## config.mk

```make
export PLATFORM = sky130hd
export DESIGN_NAME = cakegame_ram_arbiter_flat
export DESIGN_NICKNAME = d
export VERILOG_FILES = /design/src/rtl/cakegame_ram_arbiter_pkg.sv /design/src/rtl/cakegame_ram_arbiter_if.sv /design/src/rtl/cakegame_ram_clear_seq.sv /design/src/rtl/cakegame_ram_arbiter.sv /design/src/flat_wrapper.sv
export SDC_FILE = /design/constraint.sdc
export NUM_CORES = 1
export LEC_CHECK = 0
export ABC_AREA = 1
export BUFFER_PORTS_ARGS = -buffer_cell sky130_fd_sc_hd__buf_2
export CAP_MARGIN = 10
export CELL_PAD_IN_SITES_DETAIL_PLACEMENT = 2
export CELL_PAD_IN_SITES_GLOBAL_PLACEMENT = 2
export CORE_ASPECT_RATIO = 0.6
export CORE_MARGIN = 1
export CORE_UTILIZATION = 23
export CTS_BUF_LIST = sky130_fd_sc_hd__clkbuf_16
export DETAILED_ROUTE_END_ITERATION = 10
export PLACE_DENSITY = 0.73
export SLEW_MARGIN = 20
export SYNTH_ARGS = -nofsm -noshare
export SYNTH_HDL_FRONTEND = slang
export SYNTH_SLANG_ARGS = --single-unit
```

## constraint.sdc

```tcl
create_clock -name clock -period 1.9 [get_ports clock]
set_clock_uncertainty 0.15 [all_clocks]
set_input_delay 0.57 -clock clock [delete_from_list [all_inputs] [get_ports clock]]
set_output_delay 0.57 -clock clock [all_outputs]
set_load 0.03 [all_outputs]
```

## src/rtl/cakegame_ram_arbiter_pkg.sv

```systemverilog
// Cake game RAM arbiter shared types.
// Requester IDs, FSM state codes and owner helper.
package cakegame_pkg;

  localparam logic [1:0] RQ_NONE  = 2'd0;
  localparam logic [1:0] RQ_WRITE = 2'd1;
  localparam logic [1:0] RQ_GAME  = 2'd2;
  localparam logic [1:0] RQ_SCAN  = 2'd3;

  typedef enum logic [1:0] {
    ST_IDLE  = 2'd0,
    ST_SERVE = 2'd1,
    ST_CLEAR = 2'd2
  } state_t;

  function automatic logic [1:0] gnt_owner(
    input logic w,
    input logic g,
    input logic s
  );
    if (w) return RQ_WRITE;
    if (g) return RQ_GAME;
    if (s) return RQ_SCAN;
    return RQ_NONE;
  endfunction

endpackage

```

## src/rtl/cakegame_ram_arbiter_if.sv

```systemverilog
// Requester-side bus of the cake game RAM arbiter.
// master = controller/datapath, slave = arbiter.
interface cakegame_ram_arbiter_if #(
  parameter int ADDR_W = 4,
  parameter int DATA_W = 4
);

  logic              clear_req;
  logic              clear_busy;
  logic              w_req;
  logic              w_gnt;
  logic [ADDR_W-1:0] w_addr;
  logic [DATA_W-1:0] w_data;
  logic              g_req;
  logic              g_gnt;
  logic [ADDR_W-1:0] g_addr;
  logic              s_req;
  logic              s_gnt;
  logic [ADDR_W-1:0] s_addr;
  logic              rd_valid;
  logic [1:0]        rd_owner;
  logic [DATA_W-1:0] rd_data;

  modport master (
    output clear_req, w_req, w_addr, w_data,
    output g_req, g_addr, s_req, s_addr,
    input  clear_busy, w_gnt, g_gnt, s_gnt,
    input  rd_valid, rd_owner, rd_data
  );

  modport slave (
    input  clear_req, w_req, w_addr, w_data,
    input  g_req, g_addr, s_req, s_addr,
    output clear_busy, w_gnt, g_gnt, s_gnt,
    output rd_valid, rd_owner, rd_data
  );

endinterface

```

## src/rtl/cakegame_ram_clear_seq.sv

```systemverilog
// Clear sweep sequencer: rising edge of clear_req
// starts one pass writing every RAM address once.
module cakegame_ram_clear_seq #(
  parameter int ADDR_W = 4
) (
  input  logic              clock,
  input  logic              reset,
  input  logic              clear_req,
  output logic              start,
  output logic              busy,
  output logic              last,
  output logic [ADDR_W-1:0] addr
);

  logic clr_q;

  assign start = clear_req & ~clr_q & ~busy;
  assign last  = busy & (addr == '1);

  // Edge flop plus sweep address counter
  always_ff @(posedge clock or negedge reset) begin
    if (!reset) begin
      clr_q <= 1'b0;
      busy  <= 1'b0;
      addr  <= '0;
    end else begin
      clr_q <= clear_req;
      if (start) begin
        busy <= 1'b1;
        addr <= '0;
      end else if (busy) begin
        addr <= addr + 1'b1;
        if (last) busy <= 1'b0;
      end
    end
  end

endmodule

```

## src/rtl/cakegame_ram_arbiter.sv

```systemverilog
// Single-port sequence RAM arbiter for the cake game:
// writer > game read > scanner, with scanner anti-starvation.
module cakegame_ram_arbiter
  import cakegame_pkg::*;
#(
  parameter int              ADDR_W     = 4,
  parameter int              DATA_W     = 4,
  parameter logic [DATA_W-1:0] CLEAR_VAL = '0,
  parameter int              STARVE_MAX = 8
) (
  input  logic              clock,
  input  logic              reset,
  cakegame_ram_arbiter_if.slave bus,
  output logic [ADDR_W-1:0] ram_addr,
  output logic [DATA_W-1:0] ram_wdata,
  output logic              ram_we,
  input  logic [DATA_W-1:0] ram_rdata,
  output logic [1:0]        state
);

  localparam int SW = $clog2(STARVE_MAX + 1);
  localparam logic [SW-1:0] SMAX = SW'(STARVE_MAX);

  state_t            st;
  logic              clr_start;
  logic              clr_busy;
  logic              clr_last;
  logic [ADDR_W-1:0] clr_addr;
  logic [SW-1:0]     starve;
  logic              promote;
  logic              arb_en;
  logic              w_gnt;
  logic              g_gnt;
  logic              s_gnt;
  logic              rd_valid_q;
  logic [1:0]        rd_owner_q;

  cakegame_ram_clear_seq #(
    .ADDR_W(ADDR_W)
  ) u_clear (
    .clock    (clock),
    .reset    (reset),
    .clear_req(bus.clear_req),
    .start    (clr_start),
    .busy     (clr_busy),
    .last     (clr_last),
    .addr     (clr_addr)
  );

  // Grants are held off in reset and while sweeping
  assign arb_en  = reset && (st != ST_CLEAR);
  assign promote = (starve == SMAX);

  // Fixed priority with scanner promotion
  always_comb begin
    w_gnt = 1'b0;
    g_gnt = 1'b0;
    s_gnt = 1'b0;
    if (arb_en) begin
      priority case (1'b1)
        bus.w_req:             w_gnt = 1'b1;
        promote && bus.s_req:  s_gnt = 1'b1;
        bus.g_req:             g_gnt = 1'b1;
        bus.s_req:             s_gnt = 1'b1;
        default: ;
      endcase
    end
  end

  // RAM port driven by the sweep or the granted access
  always_comb begin
    ram_we    = 1'b0;
    ram_addr  = '0;
    ram_wdata = '0;
    unique case (1'b1)
      clr_busy: begin
        ram_we    = 1'b1;
        ram_addr  = clr_addr;
        ram_wdata = CLEAR_VAL;
      end
      w_gnt: begin
        ram_we    = 1'b1;
        ram_addr  = bus.w_addr;
        ram_wdata = bus.w_data;
      end
      g_gnt: ram_addr = bus.g_addr;
      s_gnt: ram_addr = bus.s_addr;
      default: ;
    endcase
  end

  // Scanner starvation counter, saturating
  always_ff @(posedge clock or negedge reset) begin
    if (!reset) begin
      starve <= '0;
    end else if (!bus.s_req || s_gnt) begin
      starve <= '0;
    end else if (starve != SMAX) begin
      starve <= starve + 1'b1;
    end
  end

  // Read return tag, one cycle after the grant
  always_ff @(posedge clock or negedge reset) begin
    if (!reset) begin
      rd_valid_q <= 1'b0;
      rd_owner_q <= RQ_NONE;
    end else begin
      rd_valid_q <= g_gnt | s_gnt;
      rd_owner_q <= (g_gnt | s_gnt)
                  ? gnt_owner(w_gnt, g_gnt, s_gnt)
                  : RQ_NONE;
    end
  end

  // Arbiter state: idle, served last cycle, or sweeping
  always_ff @(posedge clock or negedge reset) begin
    if (!reset) begin
      st <= ST_IDLE;
    end else begin
      case (st)
        ST_CLEAR: if (clr_last) st <= ST_IDLE;
        default: begin
          if (clr_start)
            st <= ST_CLEAR;
          else if (w_gnt | g_gnt | s_gnt)
            st <= ST_SERVE;
          else
            st <= ST_IDLE;
        end
      endcase
    end
  end

  assign bus.w_gnt      = w_gnt;
  assign bus.g_gnt      = g_gnt;
  assign bus.s_gnt      = s_gnt;
  assign bus.clear_busy = clr_busy;
  assign bus.rd_valid   = rd_valid_q;
  assign bus.rd_owner   = rd_owner_q;
  assign bus.rd_data    = rd_valid_q ? ram_rdata : '0;
  assign state          = st;

endmodule
```

## src/flat_wrapper.sv

```systemverilog
// flat-port wrapper written by rule: the top's interface ports become plain ports
module cakegame_ram_arbiter_flat import cakegame_pkg::*;
#(
  parameter int              ADDR_W     = 4,
  parameter int              DATA_W     = 4,
  parameter logic [DATA_W-1:0] CLEAR_VAL = '0,
  parameter int              STARVE_MAX = 8
)
  (clock, reset, ram_addr, ram_wdata, ram_we, ram_rdata, state, bus_clear_req, bus_w_req, bus_w_addr, bus_w_data, bus_g_req, bus_g_addr, bus_s_req, bus_s_addr, bus_clear_busy, bus_w_gnt, bus_g_gnt, bus_s_gnt, bus_rd_valid, bus_rd_owner, bus_rd_data);
  cakegame_ram_arbiter_if #(.ADDR_W(ADDR_W), .DATA_W(DATA_W)) bus_i ();
  input  logic clock;
  input  logic reset;
  output logic [ADDR_W-1:0] ram_addr;
  output logic [DATA_W-1:0] ram_wdata;
  output logic ram_we;
  input  logic [DATA_W-1:0] ram_rdata;
  output logic [1:0] state;
  input wire logic [$bits(bus_i.clear_req)-1:0] bus_clear_req;
  input wire logic [$bits(bus_i.w_req)-1:0] bus_w_req;
  input wire logic [$bits(bus_i.w_addr)-1:0] bus_w_addr;
  input wire logic [$bits(bus_i.w_data)-1:0] bus_w_data;
  input wire logic [$bits(bus_i.g_req)-1:0] bus_g_req;
  input wire logic [$bits(bus_i.g_addr)-1:0] bus_g_addr;
  input wire logic [$bits(bus_i.s_req)-1:0] bus_s_req;
  input wire logic [$bits(bus_i.s_addr)-1:0] bus_s_addr;
  output wire logic [$bits(bus_i.clear_busy)-1:0] bus_clear_busy;
  output wire logic [$bits(bus_i.w_gnt)-1:0] bus_w_gnt;
  output wire logic [$bits(bus_i.g_gnt)-1:0] bus_g_gnt;
  output wire logic [$bits(bus_i.s_gnt)-1:0] bus_s_gnt;
  output wire logic [$bits(bus_i.rd_valid)-1:0] bus_rd_valid;
  output wire logic [$bits(bus_i.rd_owner)-1:0] bus_rd_owner;
  output wire logic [$bits(bus_i.rd_data)-1:0] bus_rd_data;
  assign bus_i.clear_req = bus_clear_req;
  assign bus_i.w_req = bus_w_req;
  assign bus_i.w_addr = bus_w_addr;
  assign bus_i.w_data = bus_w_data;
  assign bus_i.g_req = bus_g_req;
  assign bus_i.g_addr = bus_g_addr;
  assign bus_i.s_req = bus_s_req;
  assign bus_i.s_addr = bus_s_addr;
  assign bus_clear_busy = bus_i.clear_busy;
  assign bus_w_gnt = bus_i.w_gnt;
  assign bus_g_gnt = bus_i.g_gnt;
  assign bus_s_gnt = bus_i.s_gnt;
  assign bus_rd_valid = bus_i.rd_valid;
  assign bus_rd_owner = bus_i.rd_owner;
  assign bus_rd_data = bus_i.rd_data;
  cakegame_ram_arbiter #(.ADDR_W(ADDR_W), .DATA_W(DATA_W), .CLEAR_VAL(CLEAR_VAL), .STARVE_MAX(STARVE_MAX)) u_core (.clock(clock), .reset(reset), .bus(bus_i), .ram_addr(ram_addr), .ram_wdata(ram_wdata), .ram_we(ram_we), .ram_rdata(ram_rdata), .state(state));
endmodule
```

==> flow_metrics.py <==
metrics = {
    "die": {
        "die_h_um": 51.9,
        "start_util_pct": 25.1,
        "die_area_um2": 4420,
        "io_pins": 48,
        "core_area_um2": 3810,
        "rows": 17,
        "dieWidth_um": 85.2,
    },
    "global_route": {
        "grt_pass1_vias": 1240,
        "track_usage_pct": 18.9,
        "antenna_found_initial": 0,
        "grt_pass1_wl_um": 6220,
        "grt_start_max_net_pins": 16,
        "grt_overflow": 0,
    },
    "status": {
        "status": "complete, but fails checks",
        "violations": "negative setup slack",
    },
    "synthesis": {
        "ys_async_sr_fraction_pct": 100,
        "synth.distinct_cells": 25,
        "yosysSeqAreaShare_pct": 39.3,
        "syn_inst": 122,
        "synthesis.area_um2": 955,
        "synthTopCellsByArea": "dfrtp_1, nand2_1, inv_1",
        "synth.most_common_cell": "nand2_1",
        "yosysWarningCount": 0,
        "synth_common_cells": "nand2_1, inv_1, dfrtp_1, nand3_1, nor2_1",
        "synth_top_area_cell": "dfrtp_1",
        "yosys_most_used_dff": "dfrtp_1",
        "synth_edf_count": 0,
        "synth-seq-cells": 15,
        "synth_top_area_share_pct": 39.3,
        "syn_area_per_cell_um2": 7.83,
        "synth_fp_nets": 151,
    },
    "drt": {
        "route.detailed.drc": 0,
        "via_per_inst": 4.56,
        "drt-total-wl_um": 4130,
        "initialDrtViolationCount": 47,
        "detail_route.wl_per_cell_um": 17.1,
        "first_pass_iters": 4,
        "antenna_violating_nets_post_route": 0,
        "vias": 1103,
    },
    "power": {
        "powerDensity_nw_per_um2": 1110,
        "leakage_nw": 0.910,
        "peakVddDrop_mv": 0.502,
        "power_mw": 1.84,
    },
    "final_layout": {
        "layout.cells.non_filler": 242,
        "fin_nets": 225,
        "fillers": 430,
        "syn_to_final_growth_pct": 74.3,
        "diodes": 0,
        "final_area_um2": 1660,
        "drive_gt1_share_pct": 52.8,
    },
    "clock_network": {
        "insertion_delay_ns": 0.25,
        "cts_tree": "built",
        "cts.htree.levels": 1,
        "clk_pin_slew_ns": 0.05,
        "numClockSinks": 15,
        "root_buffer": "clkbuf_16",
        "cts_buffer_depth": 2,
        "cts_buffers": 3,
        "cts_hold_buf": 0,
    },
    "min_path": {
        "hp-class": "in2async",
    },
    "setup_path": {
        "criticalPathCategory": "reg2out",
        "critPathLaunchType": "flop",
        "arrival_ns": 1.55,
        "reg2reg_from": "u_core.starve[1]$_DFFE_PN0P_",
        "worstPathRequired_ns": 1.18,
        "cp-end-kind": "output pin",
        "r2r_end": "u_core.starve[3]$_DFFE_PN0P_",
        "worstRegToRegCells": 9,
        "ff2ff_setup_slack_ns": 0.16,
        "crit_fanout": 5,
    },
    "sta": {
        "setup_violations": 12,
        "worst_slack_ns": -0.366,
        "finalMaxSlewViolations": 0,
        "rsz0062_at_grt": "yes",
        "fmax_ghz": 0.441,
        "max_slew_margin_pct": 72.6,
        "period_needed_ns": 2.27,
        "worst_pin_slew_ns": 0.407,
        "finalCritPeriodShare_pct": 119,
        "finalHoldViolations": 0,
    },
    "run": {
        "maxCapViolCount": 0,
    },
    "place": {
        "placed_area_um2": 1410,
        "post-place-ws_ns": -0.255,
        "gp_congestion": 0.756,
        "placed_cells": 230,
        "port-buffer-count": 47,
        "place_hpwl_um": 2920,
    },
}
-- power by group --
group / total (mW) / leakage (nW) / switching [mW] / internal (mW)
combinational: 0.928 / 0.683 / 0.562 / 0.366
clock: 0.411 / 0.0409 / 0.130 / 0.281
sequential: 0.502 / 0.186 / 0.103 / 0.399
total: 1.84 / 0.910 / 0.795 / 1.05
-- cell families (layout without fill, tap and decap cells) --
| logic type | count (synthesis) | in the layout | share of synthesized area [%] |
|---|---|---|---|
| xor gates and xnor gates | 2 | 2 | 1.84 |
| DFF | 15 | 15 | 39.3 |
| buffers and inverters | 24 | 97 | 9.57 |
| adders and majority gates | 3 | 3 | 3.93 |
| AOI/OAI and AO/OA | 9 | 9 | 5.77 |
| and+or+nand+nor | 69 | 69 | 39.6 |
-- layer usage --
metal / vias to the layer above / GRT usage [%] / wire length, um
met5: - / 0 / 0
met4: 0 / 2.82 / 34
met3: 4 / 3.65 / 167
met2: 41 / 35.8 / 2000
met1: 527 / 23.0 / 1920
li1: 531 / - / -
-- worst max path at each step --
stage / startpoint / to / slack, ns / cells after the start
floorplan: u_core.starve[0]$_DFFE_PN0P_ / ram_addr[0] / -0.18 / 7
global placement: reset / ram_addr[2] / -0.23 / 7
detailed placement: reset / ram_addr[2] / -0.26 / 6
CTS: u_core.starve[0]$_DFFE_PN0P_ / ram_addr[0] / -0.36 / 8
global route: u_core.state[1]$_DFFE_PN0P_ / ram_addr[0] / -0.42 / 6
finish: u_core.state[1]$_DFFE_PN0P_ / ram_addr[0] / -0.37 / 6
-- critical path: stages (launching register included) --
cell and delay (ns):
dfrtp_2 0.42, nand2_4 0.11, nand2_4 0.08, nor2_2 0.24, nand4_1 0.16, nand3b_1 0.15
buf_6 0.14
-- flip-flops by register name, indices dropped and copies added, names as in the netlist --
register and flops:
u_core.bus.rd_valid 1, u_core.u_clear.addr 4, u_core.starve 4, u_core.u_clear.clr_q 1
u_core.state 2, u_core.u_clear.busy 1, u_core.bus.rd_owner 2
-- area by class of cell --
| type | count | area, um^2 | area share, % |
|---|---|---|---|
| clock buffers | 3 | 75.1 | 4.51 |
| clock inverters | 1 | 5.00 | 0.301 |
| inverters | 23 | 98.8 | 5.94 |
| multi-input cells | 83 | 558 | 33.5 |
| flip-flops and latches | 15 | 378 | 22.7 |
| well taps | 47 | 58.8 | 3.53 |
| repair buffers | 70 | 490 | 29.5 |
-- what timing repair did --
item,in CTS,in global routing
endpoints found under the setup margin,12,12
hold endpoints to repair,0,0
buffers inserted,4,4
gates resized for setup,30,4
pin swaps,13,5
-- metrics by stage --
stage	TNS (ns)	hold slack [ns]	util, %
after floorplan	-1.08	0.124	-
after global placement	-1.97	0.357	37.1
after detailed placement	-2.21	0.385	37.1
after CTS	-3.24	0.219	42.6
after global routing	-3.97	0.223	43.7
final	-3.32	0.205	43.7
-- cell usage in the layout (no fill, tap or decap), types with 2 or more instances in the layout --
cell / count
a21oi_1: 4
buf_2: 35
buf_4: 21
buf_6: 14
clkbuf_16: 3
dfrtp_1: 13
dfrtp_2: 2
ha_1: 2
inv_1: 16
inv_2: 4
inv_4: 2
nand2_1: 29
nand2_4: 4
nand3_1: 9
nand3_4: 2
nand3b_1: 4
nand4_1: 4
nor2_1: 4
nor2_2: 3
nor2_4: 6
o21ai_0: 2
(Power assumes the default switching activity.)
